File: config.mk
export PLATFORM = sky130hd
export DESIGN_NAME = if_fetch_unit_flat
export DESIGN_NICKNAME = d
export VERILOG_FILES = /design/src/rtl/if_fetch_unit_if.sv /design/src/rtl/if_fetch_unit.sv /design/src/flat_wrapper.sv
export SDC_FILE = /design/constraint.sdc
export NUM_CORES = 1
export LEC_CHECK = 0
export CAP_MARGIN = 0
export CELL_PAD_IN_SITES_DETAIL_PLACEMENT = 0
export CELL_PAD_IN_SITES_GLOBAL_PLACEMENT = 1
export CORE_MARGIN = 2
export CORE_UTILIZATION = 43
export DETAILED_ROUTE_END_ITERATION = 6
export HOLD_SLACK_MARGIN = 0.03
export PLACE_DENSITY = 0.88
export SYNTH_ARGS = -nofsm -noshare
export SYNTH_HDL_FRONTEND = slang
export SYNTH_SLANG_ARGS = --single-unit
File: constraint.sdc
create_clock -name CLK -period 6.6 [get_ports CLK]
set_input_delay 1.32 -clock CLK [delete_from_list [all_inputs] [get_ports CLK]]
set_output_delay 1.32 -clock CLK [all_outputs]
set_load 0.03 [all_outputs]
File: src/rtl/if_fetch_unit_if.sv
// rtl/if_fetch_unit_if.sv - instruction memory request/response port
//
// Purpose: groups the fetch unit's req/gnt/rvalid memory port.
// Signals:
//   req     fetch request valid (master -> slave)
//   addr    word-aligned fetch address (master -> slave)
//   gnt     request accepted this cycle (slave -> master)
//   rvalid  response data valid, returned in request order (slave -> master)
//   rdata   instruction word (slave -> master)
interface if_fetch_unit_if;
  logic        req;
  logic [31:0] addr;
  logic        gnt;
  logic        rvalid;
  logic [31:0] rdata;

  modport master (output req, output addr, input gnt, input rvalid, input rdata);
  modport slave  (input req, input addr, output gnt, output rvalid, output rdata);
endinterface

File: src/rtl/if_fetch_unit.sv
// rtl/if_fetch_unit.sv - instruction fetch stage feeding the IF/ID register
//
// Purpose: issues sequential word fetches under a credit limit, tags each
// request with its PC, buffers returned {PC, instruction} pairs and presents
// the oldest one to IF/ID. Redirects flush everything and refetch from the
// target; stalls hold the presented entry while fetching continues.
// Ports:
//   CLK          clock, rising edge
//   RESET        asynchronous, active-low reset
//   stall        IF/ID not accepting; hold the head entry
//   redirect     branch/jump taken; flush and refetch from redirect_pc
//   redirect_pc  target PC (bits [1:0] ignored)
//   imem         memory port (master side): req/addr/gnt/rvalid/rdata
//   valid_o      PC_o/Instr_o hold a real instruction
//   PC_o         PC of the presented instruction (0 when invalid)
//   Instr_o      presented instruction (NOP 0x13 when invalid)
module if_fetch_unit #(
  parameter logic [31:0] RESET_PC  = 32'h0000_0000,
  parameter int          BUF_DEPTH = 2
) (
  input  logic                   CLK,
  input  logic                   RESET,
  input  logic                   stall,
  input  logic                   redirect,
  input  logic [31:0]            redirect_pc,
  if_fetch_unit_if.master        imem,
  output logic                   valid_o,
  output logic [31:0]            PC_o,
  output logic [31:0]            Instr_o
);

  localparam int PW    = $clog2(BUF_DEPTH);
  localparam int CW    = $clog2(BUF_DEPTH + 1);
  localparam int SLOTS = 1 << PW;
  localparam logic [CW:0]  DEPTH_W = (CW + 1)'(BUF_DEPTH);
  localparam logic [31:0]  NOP     = 32'h0000_0013;

  logic [31:0]   fetch_pc;
  logic [CW-1:0] outstanding;
  logic [CW-1:0] discard;
  logic [CW-1:0] buf_cnt;

  // PC tag queue: one entry per live (non-discarded) outstanding request
  logic [31:0]   tag_mem [SLOTS];
  logic [PW-1:0] tag_wp, tag_rp;

  // Fetch buffer of {PC, instruction}
  logic [31:0]   buf_pc    [SLOTS];
  logic [31:0]   buf_instr [SLOTS];
  logic [PW-1:0] buf_wp, buf_rp;

  logic [CW:0]   in_flight;
  logic          credit_ok;
  logic          issue;
  logic          resp_keep;
  logic          pop;
  logic [31:0]   target_pc;

  function automatic logic [PW-1:0] nxt(input logic [PW-1:0] p);
    return (p == PW'(BUF_DEPTH - 1)) ? '0 : p + 1'b1;
  endfunction

  assign target_pc = redirect_pc & 32'hFFFF_FFFC;

  // Credits cover both buffered entries and outstanding requests, including
  // ones already marked for discard, so the buffer can never overflow.
  assign in_flight = {1'b0, outstanding} + {1'b0, buf_cnt};
  assign credit_ok = in_flight < DEPTH_W;

  assign imem.req  = RESET & ~redirect & credit_ok;
  assign imem.addr = fetch_pc;

  assign issue     = imem.req & imem.gnt;
  assign resp_keep = imem.rvalid & ~redirect & (discard == '0);
  assign pop       = (buf_cnt != '0) & ~stall & ~redirect;

  assign valid_o = (buf_cnt != '0);
  assign PC_o    = valid_o ? buf_pc[buf_rp]    : 32'h0;
  assign Instr_o = valid_o ? buf_instr[buf_rp] : NOP;

  always_ff @(posedge CLK or negedge RESET) begin
    if (!RESET) begin
      fetch_pc    <= RESET_PC;
      outstanding <= '0;
      discard     <= '0;
      tag_wp      <= '0;
      tag_rp      <= '0;
      buf_wp      <= '0;
      buf_rp      <= '0;
      buf_cnt     <= '0;
    end else begin
      case ({issue, imem.rvalid})
        2'b10:   outstanding <= outstanding + 1'b1;
        2'b01:   outstanding <= outstanding - 1'b1;
        default: ;
      endcase

      if (redirect) begin
        // Everything still in flight (minus a response landing now) is stale.
        fetch_pc <= target_pc;
        discard  <= outstanding - CW'(imem.rvalid);
        tag_rp   <= tag_wp;
        buf_rp   <= buf_wp;
        buf_cnt  <= '0;
      end else begin
        if (issue) begin
          fetch_pc <= fetch_pc + 32'd4;
          tag_wp   <= nxt(tag_wp);
        end
        // Stale responses never had a live tag, so they do not pop one.
        if (imem.rvalid) begin
          if (discard != '0) discard <= discard - 1'b1;
          else               tag_rp  <= nxt(tag_rp);
        end
        if (resp_keep) buf_wp <= nxt(buf_wp);
        if (pop)       buf_rp <= nxt(buf_rp);
        case ({resp_keep, pop})
          2'b10:   buf_cnt <= buf_cnt + 1'b1;
          2'b01:   buf_cnt <= buf_cnt - 1'b1;
          default: ;
        endcase
      end
    end
  end

  always_ff @(posedge CLK) begin
    if (issue) tag_mem[tag_wp] <= fetch_pc;
    if (resp_keep) begin
      buf_pc[buf_wp]    <= tag_mem[tag_rp];
      buf_instr[buf_wp] <= imem.rdata;
    end
  end

  a_no_orphan_rvalid: assert property (@(posedge CLK) disable iff (!RESET)
    imem.rvalid |-> (outstanding != '0));

endmodule

File: src/flat_wrapper.sv
// flat-port wrapper written by rule: the top's interface ports become plain ports
module if_fetch_unit_flat 
#(
  parameter logic [31:0] RESET_PC  = 32'h0000_0000,
  parameter int          BUF_DEPTH = 2
)
  (CLK, RESET, stall, redirect, redirect_pc, valid_o, PC_o, Instr_o, imem_req, imem_addr, imem_gnt, imem_rvalid, imem_rdata);
  if_fetch_unit_if imem_i ();
  input  logic CLK;
  input  logic RESET;
  input  logic stall;
  input  logic redirect;
  input  logic [31:0] redirect_pc;
  output logic valid_o;
  output logic [31:0] PC_o;
  output logic [31:0] Instr_o;
  output wire logic [$bits(imem_i.req)-1:0] imem_req;
  output wire logic [$bits(imem_i.addr)-1:0] imem_addr;
  input wire logic [$bits(imem_i.gnt)-1:0] imem_gnt;
  input wire logic [$bits(imem_i.rvalid)-1:0] imem_rvalid;
  input wire logic [$bits(imem_i.rdata)-1:0] imem_rdata;
  assign imem_req = imem_i.req;
  assign imem_addr = imem_i.addr;
  assign imem_i.gnt = imem_gnt;
  assign imem_i.rvalid = imem_rvalid;
  assign imem_i.rdata = imem_rdata;
  if_fetch_unit #(.RESET_PC(RESET_PC), .BUF_DEPTH(BUF_DEPTH)) u_core (.CLK(CLK), .RESET(RESET), .stall(stall), .redirect(redirect), .redirect_pc(redirect_pc), .imem(imem_i), .valid_o(valid_o), .PC_o(PC_o), .Instr_o(Instr_o));
endmodule
==> reports/qor.yml, run 1 <==
pwr-share-seq_pct: 48.0
core.rowCount: 53
cp_max_fo: 41
crit_family: "buffers and inverters"
detailedRoute.firstPassIterationCount: 5
clock-skew-final_ps: 7.52
vias: 5783
gp_congestion: 0.756
post-place-cells: 1059
clkTransAtPathRegs_ps: 60
initial_drc_count: 335
status: "complete, no violations"
hpwl_mm: 12.0
grt_max_degree: 64
worst_reg_to_reg_path_cell_count: 8
final_antenna_net_count: 0
static-leakage-power_nw: 4.18
worstReg2RegStart: "u_core.buf_cnt[0]"
netlist_area_um2: 9260
postCtsSetupRepairBufs: 0
worst_min_delay_path_startpoint: "u_core.outstanding[1]"
cts-hold-fix-buffers: 0
synth_top_area_share_pct: 59.7
hold_path.class: "reg2reg"
fp.dieH_um: 151
setup_viol: 0
resized_cells_post_cts: 0
global_route_wire_length_before_repair_mm: 30.0
yosys.cell_types.count: 44
power.share.clock_pct: 30.4
synth-warning-count: 0
cts_buffer_depth: 3
n_antenna_cell: 0
internal_power_mw: 2.81
period_needed_ps: 4350
cap_violations: 0
via_per_inst: 5.26
worst_skew_pair.late_latency_ps: 500
clock_tree_from_tritoncts: "done"
cts_buffers: 23
hold_violations: 0
swShare_pct: 28.6
postRouteWirelength_mm: 19.2
crit_path_top_delay_cell: "sky130_fd_sc_hd__clkdlybuf4s50_1"
clk_root_buffer_cell: "sky130_fd_sc_hd__clkbuf_16"
synth_xor_area_share_pct: 0.852
syn-instance-count: 645
layout.nets: 884
peak_supply_drop_v: 0.000178
timing.critical_path.required_ps: 5280
htree_levels: 1
starting_density_of_the_core_pct: 43.9
holdPathStages: 1
chipWidth_um: 151
timing.critical_path.slowest_cell_delay_ps: 750
drive_above_1_share_pct: 10.9
synth-edff-count: 184
r2r-end: "u_core.tag_mem[0][6]"
grt_use_total_pct: 17.1
compound_cell_area_share_of_the_yosys_netlist_pct: 4.73
post_synth_mux_area_share_pct: 10.6
worst_ep_arrival_time_ps: 3030
syn_area_per_cell_um2: 14.4
max-slew-margin-rel_pct: 23.1
dieArea_um2: 22700
worstMarginPinSlew_ps: 1150
layout_common_cells: "sky130_fd_sc_hd__edfxtp_1, sky130_fd_sc_hd__clkdlybuf4s50_1, sky130_fd_sc_hd__nor2_1"
net_switching_mw: 1.13
layout_area_growth_over_synthesis_pct: 28.2
clock.fmax_ghz: 0.230
synth_top_area_cell: "sky130_fd_sc_hd__edfxtp_1"
grt_antenna_before_repair: 0
dominant_combinational_cell_family_by_area_after_synthesis: "multiplexers"
worstPathBufferInverterCount: 3
layout.cells.most_common: "sky130_fd_sc_hd__edfxtp_1"
synth_area_leaders: "sky130_fd_sc_hd__edfxtp_1, sky130_fd_sc_hd__dfrtp_1, sky130_fd_sc_hd__mux2i_1, sky130_fd_sc_hd__mux2_2, sky130_fd_sc_hd__nor2_1"
clock-sinks: 224
finalCritPeriodShare_pct: 65.9
criticalPathCategory: "in2out"
reg2reg_setup_slack_ps: 3350
timing_max_transition_violations_final: 0
power_density_nw_per_um2: 332
drc: 0
capture_endpoint_of_the_worst_hold_path: "u_core.outstanding[1]"
unrepaired_setup_endpoints_after_global_routing: "no"
synth_simple_gate_area_share_pct: 10.5
synth_seq_cells: 224
first_global_vias: 5558
timing.critical_path.from_type: "primary input"
wire_per_inst_um: 17.4
adder_cell_share_of_the_synthesized_area_pct: 0.757
pwr-share-comb_pct: 21.7
core_region_area_um2: 21100
globalRouteOverflowTotal: 0
final-instance-count-excl-fill: 1100
buffer_ports.inserted: 161
io-pin-count: 168
ys_dominant_reg_cell: "sky130_fd_sc_hd__edfxtp_1"
synth_seq_area_share_pct: 70.5
path_cells: "buf_2 -> buf_4 -> nor4b_2 -> clkdlybuf4s50_1"
accumulated_negative_setup_slack_ps: 0
synth-async-reset-ratio_pct: 17.9
endpoint_kind: "output port"
## cell type report
class | count | area [um^2]
well taps | 275 | 344
flip-flops and latches | 224 | 6530
fillers | 1689 | 9220
clock buffers | 29 | 618
multi-input cells | 381 | 2580
clock inverters | 12 | 86.3
repair buffers | 171 | 1680
inverters | 8 | 30.0
## layer usage
| layer | track usage, % | routed length, um | vias up |
|---|---|---|---|
| met4 | 4.49 | 306 | 0 |
| li1 | - | - | 2750 |
| met3 | 2.91 | 1380 | 27 |
| met1 | 23.7 | 8290 | 2803 |
| met5 | 0 | 0 | - |
| met2 | 28.2 | 9180 | 203 |
## worst max path at each step
stage	start	to	slack (ps)	cells after the start
3_3_place_gp	RESET	imem_req	2230	4
6_report	RESET	imem_req	2250	4
2_1_floorplan	redirect	u_core.buf_instr[0][0]	230	2
4_1_cts	RESET	imem_req	2220	4
3_5_place_dp	RESET	imem_req	2240	4
5_1_grt	RESET	imem_req	2100	4
## sequential cells by signal, summed over array words and instances (netlist names)
signal	cells
u_core.buf_instr	64
u_core.buf_rp	1
u_core.buf_pc	60
u_core.discard	2
u_core.buf_cnt	2
u_core.imem.addr	30
u_core.tag_mem	60
u_core.buf_wp	1
u_core.tag_wp	1
u_core.outstanding	2
u_core.tag_rp	1
## synth_stat cells, drive strengths merged, types with 6 or more instances
library cell	n
edfxtp	184
nor2	88
mux2i	63
nand2	41
dfrtp	40
mux2	31
nand3	27
o21ai	25
buf	18
clkbuf	17
a21oi	10
nand4	10
o311ai	9
inv	8
o211ai	8
a31oi	7
a22oi	6
and3	6
nor4	6
xnor2	6
## power groups by stage
| stage | clock, mW | sequential (mW) | combinational (mW) |
|---|---|---|---|
| after detailed placement | 0 | 1.92 | 0.861 |
| after global routing | 1.28 | 1.91 | 0.927 |
| after floorplan | 0 | 1.85 | 0.602 |
| final | 1.20 | 1.89 | 0.853 |
| after global placement | 0 | 1.91 | 0.847 |
| after CTS | 1.23 | 1.89 | 0.866 |
## through the flow
| stage | hold WS (ps) | total power, mW | setup slack [ps] | util, % | instance area [um^2] |
|---|---|---|---|---|---|
| 4_1_cts | 544 | 3.98 | 2220 | 56.3 | 11900 |
| 3_5_place_dp | 528 | 2.78 | 2240 | 52.9 | 11200 |
| 6_report | 549 | 3.94 | 2250 | 56.3 | 11900 |
| 5_1_grt | 558 | 4.12 | 2100 | 56.3 | 11900 |
| 3_3_place_gp | 521 | 2.76 | 2230 | 52.9 | 11200 |
| 2_1_floorplan | 481 | 2.45 | 232 | - | 9270 |
## kinds of logic (layout without fill, tap and decap cells)
kind of cell,Yosys count,after routing
buf+inv,43,220
flops,224,224
simple gates,200,200
other cells,1,4
mux,94,94
compound gates,69,69
xor+xnor,9,9
fa+ha+maj,5,5
## worst reg2reg max path: stages (launching register included)
cell and delay (ps):
sky130_fd_sc_hd__dfrtp_1 460, sky130_fd_sc_hd__and2_1 190, sky130_fd_sc_hd__fa_1 450, sky130_fd_sc_hd__nor4b_2 380, sky130_fd_sc_hd__and2_1 180, sky130_fd_sc_hd__buf_4 270, sky130_fd_sc_hd__inv_2 350, sky130_fd_sc_hd__nor2_2 180
sky130_fd_sc_hd__buf_4 420
(Power assumes the default switching activity.)
==> run 2: changes to the inputs <==
Settings changed: CORE_UTILIZATION 43 to 39, PLACE_DENSITY 0.88 to 0.84.
Clock period 6.6 ns to 3.8 ns, I/O delays scaled along.
==> reports/qor.yml, run 2 (synthesized netlist as in run 1, its figures left out) <==
postCtsSetupRepairBufs: 0  # unchanged
cts_buffers: 24  # +4.3%
reg2reg_setup_slack_ps: 930  # -2420 ps
unrepaired_setup_endpoints_after_global_routing: "no"
fp.dieH_um: 158  # +4.9%
criticalPathCategory: "reg2out"
global_route_wire_length_before_repair_mm: 30.3  # +0.90%
timing.critical_path.from: "u_core.buf_cnt[0]"
multi_input_logic_area_um2: 2590  # +0.24%
seqCellArea_um2: 6530  # unchanged
cts_buffer_depth: 3  # unchanged
first_global_vias: 5473  # -1.5%
cts-hold-fix-buffers: 0  # unchanged
cp_max_fo: 7  # -83%
hold_path.class: "in2async"
layout.cells.most_common: "sky130_fd_sc_hd__edfxtp_1"
n_antenna_cell: 0  # unchanged
postRouteWirelength_mm: 20.4  # +6.6%
timing.critical_path.required_ps: 3040  # -2240 ps
largest_register: "u_core.buf_instr"
chipWidth_um: 158  # +4.9%
power_density_nw_per_um2: 593  # +79%
grt_max_degree: 63  # -1.6%
accumulated_negative_setup_slack_ps: 0  # unchanged
clock.fmax_ghz: 0.282
r2r-end: "u_core.imem.addr[25]"
clock-sinks: 224  # unchanged
grt_antenna_before_repair: 0  # unchanged
clk_root_buffer_cell: "sky130_fd_sc_hd__clkbuf_16"
status: "complete, no violations"
worstReg2RegStart: "u_core.buf_cnt[0]"
clkTransAtPathRegs_ps: 60  # about the same
clock_tree_from_tritoncts: "done"
drive_above_1_share_pct: 11.3  # +0.36 points
setup_viol: 0  # unchanged
dieArea_um2: 25000  # +10%
timing_max_transition_violations_final: 0  # unchanged
initial_drc_count: 393  # +17%
vias: 5829  # +0.80%
starting_density_of_the_core_pct: 39.6  # -4.3 points
biggestRegsByFlops: "u_core.buf_instr (64), u_core.buf_pc (60), u_core.tag_mem (60)"
worstMarginPinSlew_ps: 791  # -363 ps
fillerInstances: 2024  # +20%
layout.cell_area.non_filler_um2: 12100  # +2.1%
layout_common_cells: "sky130_fd_sc_hd__edfxtp_1, sky130_fd_sc_hd__clkdlybuf4s50_1, sky130_fd_sc_hd__nor2_1"
layout_area_growth_over_synthesis_pct: 30.8
worst_setup_path_endpoint: "imem_req"
grt_use_total_pct: 15.8  # -1.3 points
core_region_area_um2: 23400  # +11%
hold_violations: 0  # unchanged
worst_ep_arrival_time_ps: 2790  # -240 ps
finalCritPeriodShare_pct: 93.5
max-slew-margin-rel_pct: 46.8  # +24 points
globalRouteOverflowTotal: 0  # unchanged
layout.nets: 891  # +0.79%
buffer_ports.inserted: 161  # unchanged
detailed_place.area_um2: 11300  # +1.3%
gp_congestion: 0.746  # -1.3%
number_of_flip_flops_in_the_largest_register: 64  # unchanged
io-pin-count: 168  # unchanged
period_needed_ps: 3550
worst_reg_to_reg_path_cell_count: 8  # unchanged
core.rowCount: 56  # +5.7%
p_total_mw: 7.18  # +82%
cap_violations: 0  # unchanged
htree_levels: 1  # unchanged
resized_cells_post_cts: 0  # unchanged
via_per_inst: 5.06  # -3.8%
detailedRoute.firstPassIterationCount: 7  # +2
final_antenna_net_count: 0  # unchanged
hpwl_mm: 12.8  # +6.9%
worst_skew_pair.late_latency_ps: 510  # about the same
wire_per_inst_um: 17.7  # +1.7%
peak_supply_drop_v: 0.000268  # +51%
endpoint_kind: "output port"
timing.critical_path.from_type: "register"
clock-skew-final_ps: 15.5  # +8.00 ps
static-leakage-power_nw: 4.26  # +1.9%
final.hold.worst_slack_ps: 383  # -165 ps
drc: 0  # unchanged
run 2: changes by cell type in the layout (fill, tap and decap cells not counted), sizes merged:
cell / change
buf: +6
bufinv: +3
clkbuf: +4
clkinv: -3
inv: -1
run 2: final cells by class:
class,instances,share of cell area [%]
Clock buffer,33,5.41
Clock inverter,11,1.25
Inverter,8,0.248
Multi-Input combinational cell,381,21.4
Sequential cell,224,53.9
Tap cell,319,3.30
Timing Repair Buffer,177,14.5
run 2: through the flow:
stage                     instances  setup slack, ps  utilization (%)
final                          1153              248             51.8
after floorplan                 648              100                -
after global placement         1109              821             48.3
after global routing           1153              118             51.8
after CTS                      1153              245             51.8
after detailed placement       1109              828             48.3
run 2: worst min path at each step:
stage | end | from | cells after the start
2_1_floorplan | u_core.buf_cnt[0] | RESET | 0
3_3_place_gp | u_core.outstanding[0] | u_core.outstanding[0] | 1
3_5_place_dp | u_core.tag_mem[1][31] | u_core.imem.addr[31] | 0
4_1_cts | u_core.outstanding[1] | RESET | 2
5_1_grt | u_core.outstanding[1] | RESET | 2
6_report | u_core.imem.addr[22] | RESET | 2
run 2: worst max-delay path, stage by stage (launching register included):
cell	delay, ps
sky130_fd_sc_hd__dfrtp_1	470
sky130_fd_sc_hd__and2_1	190
sky130_fd_sc_hd__fa_1	450
sky130_fd_sc_hd__nor4b_2	410
sky130_fd_sc_hd__clkdlybuf4s50_1	760
run 2: report_power, final:
part           switching [mW]  leakage, nW  internal, mW
registers               0.251         2.15          2.95
logic                   0.871         1.72         0.739
clock network           0.897        0.386          1.47
run 2: routing by layer:
layer  global-route usage, %  share of wire (%)  up-vias
li1                        -                  -     2761
met2                    26.3                 47      209
met1                    21.3                 44     2831
met4                    4.20                1.5        0
met5                       0                  0        -
met3                    3.07                6.9       28
